[config.mk]
export PLATFORM = sky130hd
export DESIGN_NAME = dds_sweep_ctrl_flat
export DESIGN_NICKNAME = d
export VERILOG_FILES = /design/src/rtl/dds_pkg.sv /design/src/rtl/dds_sweep_ctrl_if.sv /design/src/rtl/dds_tick_gen.sv /design/src/rtl/dds_sweep_ctrl.sv /design/src/flat_wrapper.sv
export SDC_FILE = /design/constraint.sdc
export NUM_CORES = 1
export LEC_CHECK = 0
export CORE_ASPECT_RATIO = 1.5
export CORE_MARGIN = 5
export CORE_UTILIZATION = 25
export CTS_CLUSTER_SIZE = 25
export DETAILED_ROUTE_END_ITERATION = 12
export PLACE_DENSITY_LB_ADDON = 0.2
export SETUP_SLACK_MARGIN = 0.1
export SYNTH_ARGS = -nofsm -noshare
export SYNTH_HDL_FRONTEND = slang
export SYNTH_HIERARCHICAL = 1
export SYNTH_SLANG_ARGS = --single-unit
export TNS_END_PERCENT = 20
[constraint.sdc]
create_clock -name clk -period 10.2 [get_ports clk]
set_input_delay 2.04 -clock clk [delete_from_list [all_inputs] [get_ports clk]]
set_output_delay 2.04 -clock clk [all_outputs]
set_load 0.01 [all_outputs]
[src/rtl/dds_pkg.sv]
// Types and defaults shared by the DDS block family.
// Keep DDS_PHASE_W in step with the dds phase accumulator.
package dds_pkg;

   localparam int DDS_PHASE_W = 24;

   typedef enum logic {
      IDLE = 1'b0,
      RUN  = 1'b1
   } sweep_state_t;

endpackage

[src/rtl/dds_sweep_ctrl_if.sv]
// Control/status bundle between a sweep requester and dds_sweep_ctrl.
// The master requests sweeps; the slave is the sequencer itself.
interface dds_sweep_ctrl_if #(
   parameter int PHASE_W = dds_pkg::DDS_PHASE_W,
   parameter int DWELL_W = 16,
   parameter int PRESC_W = 8
);

   logic               start;
   logic               abort;
   logic [PHASE_W-1:0] cfg_f_start;
   logic [PHASE_W-1:0] cfg_f_stop;
   logic [PHASE_W-1:0] cfg_f_step;
   logic [DWELL_W-1:0] cfg_dwell;
   logic [PRESC_W-1:0] cfg_presc;
   logic               cfg_repeat;
   logic [PHASE_W-1:0] freq_word;
   logic               clk_en;
   logic               busy;
   logic               done;

   modport master (
      output start, abort,
      output cfg_f_start, cfg_f_stop, cfg_f_step,
      output cfg_dwell, cfg_presc, cfg_repeat,
      input  freq_word, clk_en, busy, done
   );

   modport slave (
      input  start, abort,
      input  cfg_f_start, cfg_f_stop, cfg_f_step,
      input  cfg_dwell, cfg_presc, cfg_repeat,
      output freq_word, clk_en, busy, done
   );

endinterface

[src/rtl/dds_tick_gen.sv]
// Prescaler producing a registered one-cycle tick every presc+1 cycles.
// The tick is registered from the next count so it lines up with the count.
module dds_tick_gen #(
   parameter int PRESC_W = 8
) (
   input  logic               clk,
   input  logic               rst,
   input  logic               clr,
   input  logic               en,
   input  logic [PRESC_W-1:0] presc,
   output logic               tick
);

   logic [PRESC_W-1:0] r_cnt;
   logic [PRESC_W-1:0] w_cnt_nxt;
   logic               r_tick;

   always_comb begin
      w_cnt_nxt = (r_cnt == presc) ? '0 : PRESC_W'(r_cnt + 1'b1);
   end

   always_ff @(posedge clk) begin
      if (rst || !en) begin
         r_cnt  <= '0;
         r_tick <= 1'b0;
      end else if (clr) begin
         r_cnt  <= '0;
         r_tick <= (presc == '0);
      end else begin
         r_cnt  <= w_cnt_nxt;
         r_tick <= (w_cnt_nxt == presc);
      end
   end

   assign tick = r_tick;

endmodule

[src/rtl/dds_sweep_ctrl.sv]
// Frequency-sweep sequencer driving FreqWord/ClkEn of a dds instance.
// Config is shadowed at sweep start; the word never wraps past 2^PHASE_W.
module dds_sweep_ctrl
   import dds_pkg::*;
#(
   parameter int PHASE_W = DDS_PHASE_W,
   parameter int DWELL_W = 16,
   parameter int PRESC_W = 8
) (
   input logic             clk,
   input logic             rst,
   dds_sweep_ctrl_if.slave sweep
);

   sweep_state_t       r_state;
   logic [PHASE_W-1:0] r_f_start;
   logic [PHASE_W-1:0] r_f_stop;
   logic [PHASE_W-1:0] r_f_step;
   logic [DWELL_W-1:0] r_dwell_last;
   logic [PRESC_W-1:0] r_presc;
   logic               r_repeat;
   logic [PHASE_W-1:0] r_cur;
   logic [DWELL_W-1:0] r_dwell_cnt;
   logic               r_busy;
   logic               r_done;

   logic [PHASE_W:0]   w_nxt;
   logic [PRESC_W-1:0] w_presc;
   logic               w_tick;
   logic               w_accept;
   logic               w_can_step;
   logic               w_dwell_end;
   logic               w_finish;
   logic               w_run_nxt;
   logic               w_idle;

   // Extra bit catches a carry so an overflowing step counts as past f_stop.
   always_comb begin
      w_idle      = (r_state == IDLE);
      w_nxt       = {1'b0, r_cur} + {1'b0, r_f_step};
      w_can_step  = (r_f_step != '0) && !w_nxt[PHASE_W]
                 && (w_nxt[PHASE_W-1:0] <= r_f_stop);
      w_dwell_end = w_tick && (r_dwell_cnt == r_dwell_last);
      w_accept    = w_idle && sweep.start && !sweep.abort;
      w_finish    = w_dwell_end && !w_can_step && !r_repeat;
      w_run_nxt   = w_idle ? w_accept : !(sweep.abort || w_finish);
      w_presc     = w_idle ? sweep.cfg_presc : r_presc;
   end

   dds_tick_gen #(
      .PRESC_W(PRESC_W)
   ) u_tick (
      .clk  (clk),
      .rst  (rst),
      .clr  (w_idle),
      .en   (w_run_nxt),
      .presc(w_presc),
      .tick (w_tick)
   );

   always_ff @(posedge clk) begin
      if (rst) begin
         r_state      <= IDLE;
         r_f_start    <= '0;
         r_f_stop     <= '0;
         r_f_step     <= '0;
         r_dwell_last <= '0;
         r_presc      <= '0;
         r_repeat     <= 1'b0;
         r_cur        <= '0;
         r_dwell_cnt  <= '0;
         r_busy       <= 1'b0;
         r_done       <= 1'b0;
      end else begin
         r_done <= 1'b0;
         unique case (r_state)
            IDLE: begin
               if (w_accept) begin
                  r_f_start    <= sweep.cfg_f_start;
                  r_f_stop     <= sweep.cfg_f_stop;
                  r_f_step     <= sweep.cfg_f_step;
                  r_dwell_last <= (sweep.cfg_dwell == '0) ? '0
                                : DWELL_W'(sweep.cfg_dwell - 1'b1);
                  r_presc      <= sweep.cfg_presc;
                  r_repeat     <= sweep.cfg_repeat;
                  r_cur        <= sweep.cfg_f_start;
                  r_dwell_cnt  <= '0;
                  r_busy       <= 1'b1;
                  r_state      <= RUN;
               end
            end
            RUN: begin
               if (sweep.abort) begin
                  r_state <= IDLE;
                  r_busy  <= 1'b0;
                  r_cur   <= '0;
               end else if (w_dwell_end) begin
                  r_dwell_cnt <= '0;
                  if (w_can_step) begin
                     r_cur <= w_nxt[PHASE_W-1:0];
                  end else if (r_repeat) begin
                     r_cur <= r_f_start;
                  end else begin
                     r_state <= IDLE;
                     r_busy  <= 1'b0;
                     r_cur   <= '0;
                     r_done  <= 1'b1;
                  end
               end else if (w_tick) begin
                  r_dwell_cnt <= DWELL_W'(r_dwell_cnt + 1'b1);
               end
            end
         endcase
      end
   end

   assign sweep.freq_word = r_cur;
   assign sweep.clk_en    = w_tick;
   assign sweep.busy      = r_busy;
   assign sweep.done      = r_done;

endmodule

[src/flat_wrapper.sv]
// flat-port wrapper written by rule: the top's interface ports become plain ports
module dds_sweep_ctrl_flat import dds_pkg::*;
#(
   parameter int PHASE_W = DDS_PHASE_W,
   parameter int DWELL_W = 16,
   parameter int PRESC_W = 8
)
  (clk, rst, sweep_start, sweep_abort, sweep_cfg_f_start, sweep_cfg_f_stop, sweep_cfg_f_step, sweep_cfg_dwell, sweep_cfg_presc, sweep_cfg_repeat, sweep_freq_word, sweep_clk_en, sweep_busy, sweep_done);
  dds_sweep_ctrl_if #(.PHASE_W(PHASE_W), .DWELL_W(DWELL_W), .PRESC_W(PRESC_W)) sweep_i ();
  input logic clk;
  input logic rst;
  input wire logic [$bits(sweep_i.start)-1:0] sweep_start;
  input wire logic [$bits(sweep_i.abort)-1:0] sweep_abort;
  input wire logic [$bits(sweep_i.cfg_f_start)-1:0] sweep_cfg_f_start;
  input wire logic [$bits(sweep_i.cfg_f_stop)-1:0] sweep_cfg_f_stop;
  input wire logic [$bits(sweep_i.cfg_f_step)-1:0] sweep_cfg_f_step;
  input wire logic [$bits(sweep_i.cfg_dwell)-1:0] sweep_cfg_dwell;
  input wire logic [$bits(sweep_i.cfg_presc)-1:0] sweep_cfg_presc;
  input wire logic [$bits(sweep_i.cfg_repeat)-1:0] sweep_cfg_repeat;
  output wire logic [$bits(sweep_i.freq_word)-1:0] sweep_freq_word;
  output wire logic [$bits(sweep_i.clk_en)-1:0] sweep_clk_en;
  output wire logic [$bits(sweep_i.busy)-1:0] sweep_busy;
  output wire logic [$bits(sweep_i.done)-1:0] sweep_done;
  assign sweep_i.start = sweep_start;
  assign sweep_i.abort = sweep_abort;
  assign sweep_i.cfg_f_start = sweep_cfg_f_start;
  assign sweep_i.cfg_f_stop = sweep_cfg_f_stop;
  assign sweep_i.cfg_f_step = sweep_cfg_f_step;
  assign sweep_i.cfg_dwell = sweep_cfg_dwell;
  assign sweep_i.cfg_presc = sweep_cfg_presc;
  assign sweep_i.cfg_repeat = sweep_cfg_repeat;
  assign sweep_freq_word = sweep_i.freq_word;
  assign sweep_clk_en = sweep_i.clk_en;
  assign sweep_busy = sweep_i.busy;
  assign sweep_done = sweep_i.done;
  dds_sweep_ctrl #(.PHASE_W(PHASE_W), .DWELL_W(DWELL_W), .PRESC_W(PRESC_W)) u_core (.clk(clk), .rst(rst), .sweep(sweep_i));
endmodule
==> run metrics, run 1 <==
status=completed; Psw=between 0.4 and 0.5 mW; min-delay src=u_core/r_f_start[21]; share of cells above drive strength 1=0.0641; Crit path required time=~11000 ps; Max Slew Vio Count=0; largest net degree at the start of global routing=67; Pint=approximately 1.1 mW; R2R setup slack=approximately 4900 ps; Net Count, Synth=around 1200; Worst-Margin Slew=roughly 1000 ps; Flop pwr share=0.400; DRT Pass-1 Iters=4; type of origin of the critical path=register; Detailed Place HPWL=about 24000 um; endpoint type of the worst setup path=register; Clock Power Share=0.422; RR Startpoint=u_core/sweep.freq_word[0]; vias per cell=4.88; fin crit period=5270 ps; post-CTS setup buffers=0; commonest non-fill, non-tap cell in the layout=nand2_1; final setup fails=0; hold_buf cts=0; switching share of power=0.284; clock network latency to the later pin of the worst-skew pair=430 ps; core area=roughly 34000 um^2; Layout area overhead=25.8%; total track usage=0.157; WL met2=between 15000 and 20000 um; wl on met1=between 10000 and 15000 um; Final Hold Vio Count=0; final WL=~30000 um; clk buf depth=2; Comb power frac=0.178; fmax=roughly 190 MHz; setup TNS=0 ps; RSZ-0062 raised after global routing=no; met3 routed WL=around 1200 um; number of synthesized flops with an enable pin=0; vias in the first global route=a little over 8000; CP Max Fanout=5; ys flop type=dfxtp_1; Syn Area/Cell=approximately 8.0 um^2; reg-to-reg endpoint=u_core/u_tick/tick; DR top layer=met5; critical path class=register to register; number of remaining DRC errors=0; Synth Register Bits=149; Die Wd=~160 um; Core Util, Final=0.317; Row Count=a little over 80; Initial Utilization=0.252; Hold Path Stages=2; Nets=between 1000 and 1500; Reg2Reg Depth=20; Storage cell area=~3000 um^2; WP data arrival=5620 ps; Unique masters post-synth=82; Die ar.=about 38000 um^2; Pwr Density=~140 nW/um^2; Slew Limit Headroom=0.301; WL per Instance=~19 um; max-cap violations=0; IO Count=around 130; post-route clock period utilization=0.517; most frequent cells in the layout=224 x nand2_1, 149 x dfxtp_1, 132 x a21oi_1; TritonCTS clock tree=yes; Leakage=about 4.2 nW; Setup Skew=between 10 and 15 ps; Worst VDD drop=between 80 and 90 uV; Iter 0 DRT Violations=between 400 and 500; diodes inserted=0; GP Congestion=slightly below 0.9; first-pass GRT wire length=~46000 um; gr ovfl total=0; post-synthesis cell area=8610 um^2; HP Class=register to register; Syn Inst Count=1077; initial antenna violation count=1; Worst Hold End=u_core/r_f_start[21]; Seq/Total Area, Yosys=0.346; CTS Buf Count=17; area of the multi-input gates=approximately 5200 um^2; Die Y=237 um; clock slew at reported path FFs=approximately 60 ps; # fillers=3605; via count=about 7900; CTS Root Cell=clkbuf_16; DRT antenna net count=0; Num Clock Sinks=around 150; FFs w/ async S/R, synth=0; post-CTS sizing=0; port bufs=about 130; Yosys warning total=6; H-tree Lvls=4
==> cells by family (layout without fill, tap and decap cells) <==
kind of cell,count (synthesis),in the layout,synth area share
AND/OR/NAND/NOR,410,410,0.223
AO/OA/AOI/OAI,279,279,0.211
flip-flops,149,149,0.346
buffers and inverters,95,204,0.0461
XOR/XNOR,81,81,0.0833
adder cells (fa/ha/maj),52,52,0.0764
multiplexers,11,11,0.0139
==> synth_stat cells (5+ instances only) <==
master    number  area, um^2
nand3_1       13        65.1
nor3_1        16        80.1
xor2_1        43         377
xnor2_1       37         324
inv_1         42         158
nand4_1       17         106
nor3b_1        6        45.0
buf_1          5        18.8
and4_1         6        52.6
o21a_1         5        37.5
o21ai_0       19        95.1
a31oi_1       14        87.6
mux2_2         8        90.1
ha_1          51         638
nand2b_1       5        31.3
a211oi_1       7        52.6
dfxtp_1      149        2980
nand2_1      224         841
a22oi_1       16         120
nor4_1        10        62.6
and3_1         6        37.5
a211o_1        9        78.8
or3_1          8        50.1
and2_1         7        43.8
a21boi_0      18         135
a21o_1         9        67.6
a21oi_1      133         666
o22ai_1       11        68.8
clkbuf_1      38         143
nor2_1        66         248
==> sequential cells by signal, summed over array words and instances (netlist names), 8 cells and up <==
register                flops
u_core/r_f_start           24
u_core/u_tick/r_cnt         8
u_core/r_f_step            24
u_core/r_presc              8
u_core/r_dwell_cnt         16
u_core/r_dwell_last        16
u_core/r_f_stop            24
u_core/sweep.freq_word     24
==> power by group through the flow <==
| stage | clock [mW] | sequential (mW) | combinational [mW] |
|---|---|---|---|
| after detailed placement | 0 | 0.641 | 0.283 |
| after global placement | 0 | 0.640 | 0.282 |
| after global routing | 0.704 | 0.630 | 0.307 |
| after CTS | 0.679 | 0.628 | 0.284 |
| final | 0.662 | 0.627 | 0.280 |
| after floorplan | 0 | 0.632 | 0.169 |
==> how the worst max path moves through the flow <==
| stage | cells past startpoint | start | to |
|---|---|---|---|
| after CTS | 20 | u_core/sweep.freq_word[0] | u_core/u_tick/tick |
| after global placement | 20 | u_core/r_f_step[0] | u_core/u_tick/tick |
| after detailed placement | 20 | u_core/sweep.freq_word[0] | u_core/u_tick/tick |
| after global routing | 20 | u_core/sweep.freq_word[0] | u_core/u_tick/tick |
| after floorplan | 21 | u_core/sweep.freq_word[7] | u_core/u_tick/tick |
| final | 20 | u_core/sweep.freq_word[0] | u_core/u_tick/tick |
==> worst max-delay path, stage by stage (launching register included) <==
cell and delay (ps):
dfxtp_1 350, ha_1 190, inv_1 60, fa_1 390, nor2b_1 150, o31a_1 270, o2111ai_2 200, a22oi_1 330
xor2_1 360, ha_1 330, a21o_1 160, a2111oi_0 460, nor4_1 120, a21oi_1 140, a41o_1 210, a211oi_1 130
o21ai_1 270, nor3b_1 450, a21boi_0 220, o2111ai_1 150, o31ai_2 230
==> layout make-up <==
class                   instances  area share
clock buffers                  20      0.0431
clock inverters                11      0.0139
inverters                      42      0.0145
multi-input cells             833       0.484
flip-flops and latches        149       0.275
well taps                     425      0.0491
repair buffers                131       0.120
==> per-stage QoR <==
stage	instance area, um^2	power, mW	setup WS (ps)	hold WS, ps	instances
2_1_floorplan	8610	0.801	5730	426	1077
3_3_place_gp	10200	0.922	4950	438	1580
3_5_place_dp	10200	0.924	4920	443	1580
4_1_cts	10800	1.59	4910	452	1611
5_1_grt	10800	1.64	4460	474	1611
6_report	10800	1.57	4930	450	1611
==> metal layers <==
| layer | up-vias | track usage |
|---|---|---|
| met5 | - | 0 |
| met4 | 2 | 0.0559 |
| met3 | 38 | 0.0352 |
| met2 | 147 | 0.323 |
| met1 | 3717 | 0.148 |
| li1 | 3961 | - |
Note: power is estimated with default switching activity, not from simulation.
==> inputs of run 2 (changes only) <==
clock period = 5 ns   (was 10.2 ns; I/O delays follow)
==> run metrics, run 2 (same netlist as run 1, synthesis figures left out) <==
Max Slew Vio Count=0 (unchanged); R2R setup slack=350 ps (-4580 ps); switching share of power=0.294 (+0.00990); critical path class=register to register; Pwr Density=284 nW/um^2 (+96%); TritonCTS clock tree=yes; Flop pwr share=0.408 (+0.008); vias per cell=4.87 (-0.35%); Worst-Margin Slew=954 ps (-95.1 ps); clock slew at reported path FFs=60 ps (about the same); Die ar.=38300 um^2 (unchanged); Row Count=83 (unchanged); DP Area=10400 um^2 (+1.4%); DRT antenna net count=0 (unchanged); Psw=0.920 mW (+110%); max-cap violations=0 (unchanged); Worst VDD drop=189 uV (+140%); gr ovfl total=0 (unchanged); H-tree Lvls=4 (unchanged); final WL=31200 um (+2.9%); type of origin of the critical path=register; Leakage=4.27 nW (+2.5%); status=completed; via count=7940 (+0.95%); initial antenna violation count=0 (-1); Crit path required time=5320 ps (-5230 ps); Die Wd=162 um (unchanged); vias in the first global route=8081 (+0.037%); final setup fails=0 (unchanged); setup TNS=0 ps (unchanged); clock network latency to the later pin of the worst-skew pair=440 ps (about the same); hold_buf cts=0 (unchanged); core area=34200 um^2 (unchanged); RR Startpoint=u_core/r_f_step[0]; Setup Skew=12.4 ps (+0.655 ps); Pint=2.21 mW (+97%); most frequent cells in the layout=224 x nand2_1, 149 x dfxtp_1, 132 x a21oi_1; Reg2Reg Depth=20 (unchanged); Setup crit start=u_core/r_f_step[0]; Final Hold Vio Count=0 (unchanged); largest net degree at the start of global routing=74 (+10%); Die Y=237 um (unchanged); reg-to-reg endpoint=u_core/sweep.freq_word[11]; IO Count=128 (unchanged); CTS Buf Count=17 (unchanged); WL per Instance=19.1 um (+1.6%); share of cells above drive strength 1=0.0879 (+0.0238); commonest non-fill, non-tap cell in the layout=nand2_1; first-pass GRT wire length=47100 um (+1.7%); fin crit period=4650 ps (-623 ps); total track usage=0.161 (+0.00419); endpoint type of the worst setup path=register; port bufs=127 (unchanged); Num Clock Sinks=149 (unchanged); clk buf depth=2 (unchanged); Slew Limit Headroom=0.362 (+0.0610); WP data arrival=4970 ps (-650 ps); CTS Root Cell=clkbuf_16; Layout area overhead=27.9%; cell area after layout=11000 um^2 (+1.6%); min-delay src=u_core/r_presc[5]; Initial Utilization=0.252 (unchanged); number of remaining DRC errors=0 (unchanged); fmax=215 MHz (+13%); CP endpoint=u_core/sweep.freq_word[11]; Iter 0 DRT Violations=365 (-19%); DRT Pass-1 Iters=5 (+1); GP Congestion=0.901 (+1.9%); Detailed Place HPWL=24700 um (+3.3%); HP Class=register to register; Clock Power Share=0.400 (-0.022); Nets=1348 (+1.6%); RSZ-0062 raised after global routing=yes; CP Max Fanout=27 (+22); post-route clock period utilization=0.929 (+0.413); Comb power frac=0.192 (+0.014)
-- run 2: area by class of cell --
cell class                      instances  area (um^2)
Sequential cell                       149         2980
Tap cell                              425          532
Clock buffer                           18          429
Fill cell                            3628        23200
Clock inverter                         12          130
Timing Repair Buffer                  152         1460
Antenna cell                            1         2.50
Multi-Input combinational cell        833         5320
Inverter                               42          158
-- run 2: worst max-delay path, cell delays in order (launching register included) --
cell and delay (ps):
dfxtp_1 350, ha_1 210, inv_1 70, fa_1 400
nor2b_1 150, o31a_1 280, o2111ai_2 210, a22oi_2 270
a221oi_2 100, xnor2_1 200, ha_1 330, nand3_1 130
nor4_4 280, nand2_1 100, nor3_2 200, a41o_1 160
buf_4 330, a211oi_2 160, buf_4 200, and2_1 160
a211o_1 220
-- run 2: per-stage QoR --
stage               setup WS [ps]  hold WS (ps)  utilization  total power [mW]  cells
floorplan                     527           426            -              1.63   1077
global placement              284           437        0.303              1.90   1600
detailed placement            136           442        0.303              1.90   1600
CTS                           119           455        0.320              3.17   1630
global route                 77.8           470        0.322              3.27   1631
finish                        354           455        0.322              3.13   1632
-- run 2: how the worst min path moves through the flow --
| stage | end | slack (ps) | cells past startpoint |
|---|---|---|---|
| after floorplan | u_core/sweep.freq_word[20] | 430 | 1 |
| after global placement | u_core/sweep.freq_word[20] | 440 | 1 |
| after detailed placement | u_core/sweep.freq_word[20] | 440 | 1 |
| after CTS | u_core/r_f_start[21] | 460 | 2 |
| after global routing | u_core/sweep.freq_word[22] | 470 | 1 |
| final | u_core/r_presc[5] | 450 | 2 |
-- run 2: routing by layer --
layer | vias up | share of wire | track usage
li1 | 3999 | - | -
met1 | 3746 | 0.35 | 0.153
met2 | 155 | 0.57 | 0.327
met3 | 40 | 0.043 | 0.0364
met4 | 0 | 0.032 | 0.0636
met5 | - | 0 | 0
-- run 2: repair_timing --
action	4_1_cts	5_1_grt
resized for setup	0	16
endpoints found under the setup margin	0	18
buffers inserted	0	1
-- run 2: power by group through the flow --
stage | combinational [mW] | sequential (mW) | clock, mW
global route | 0.657 | 1.28 | 1.33
CTS | 0.594 | 1.28 | 1.29
finish | 0.601 | 1.28 | 1.25
global placement | 0.592 | 1.31 | 0
detailed placement | 0.591 | 1.31 | 0
floorplan | 0.344 | 1.29 | 0
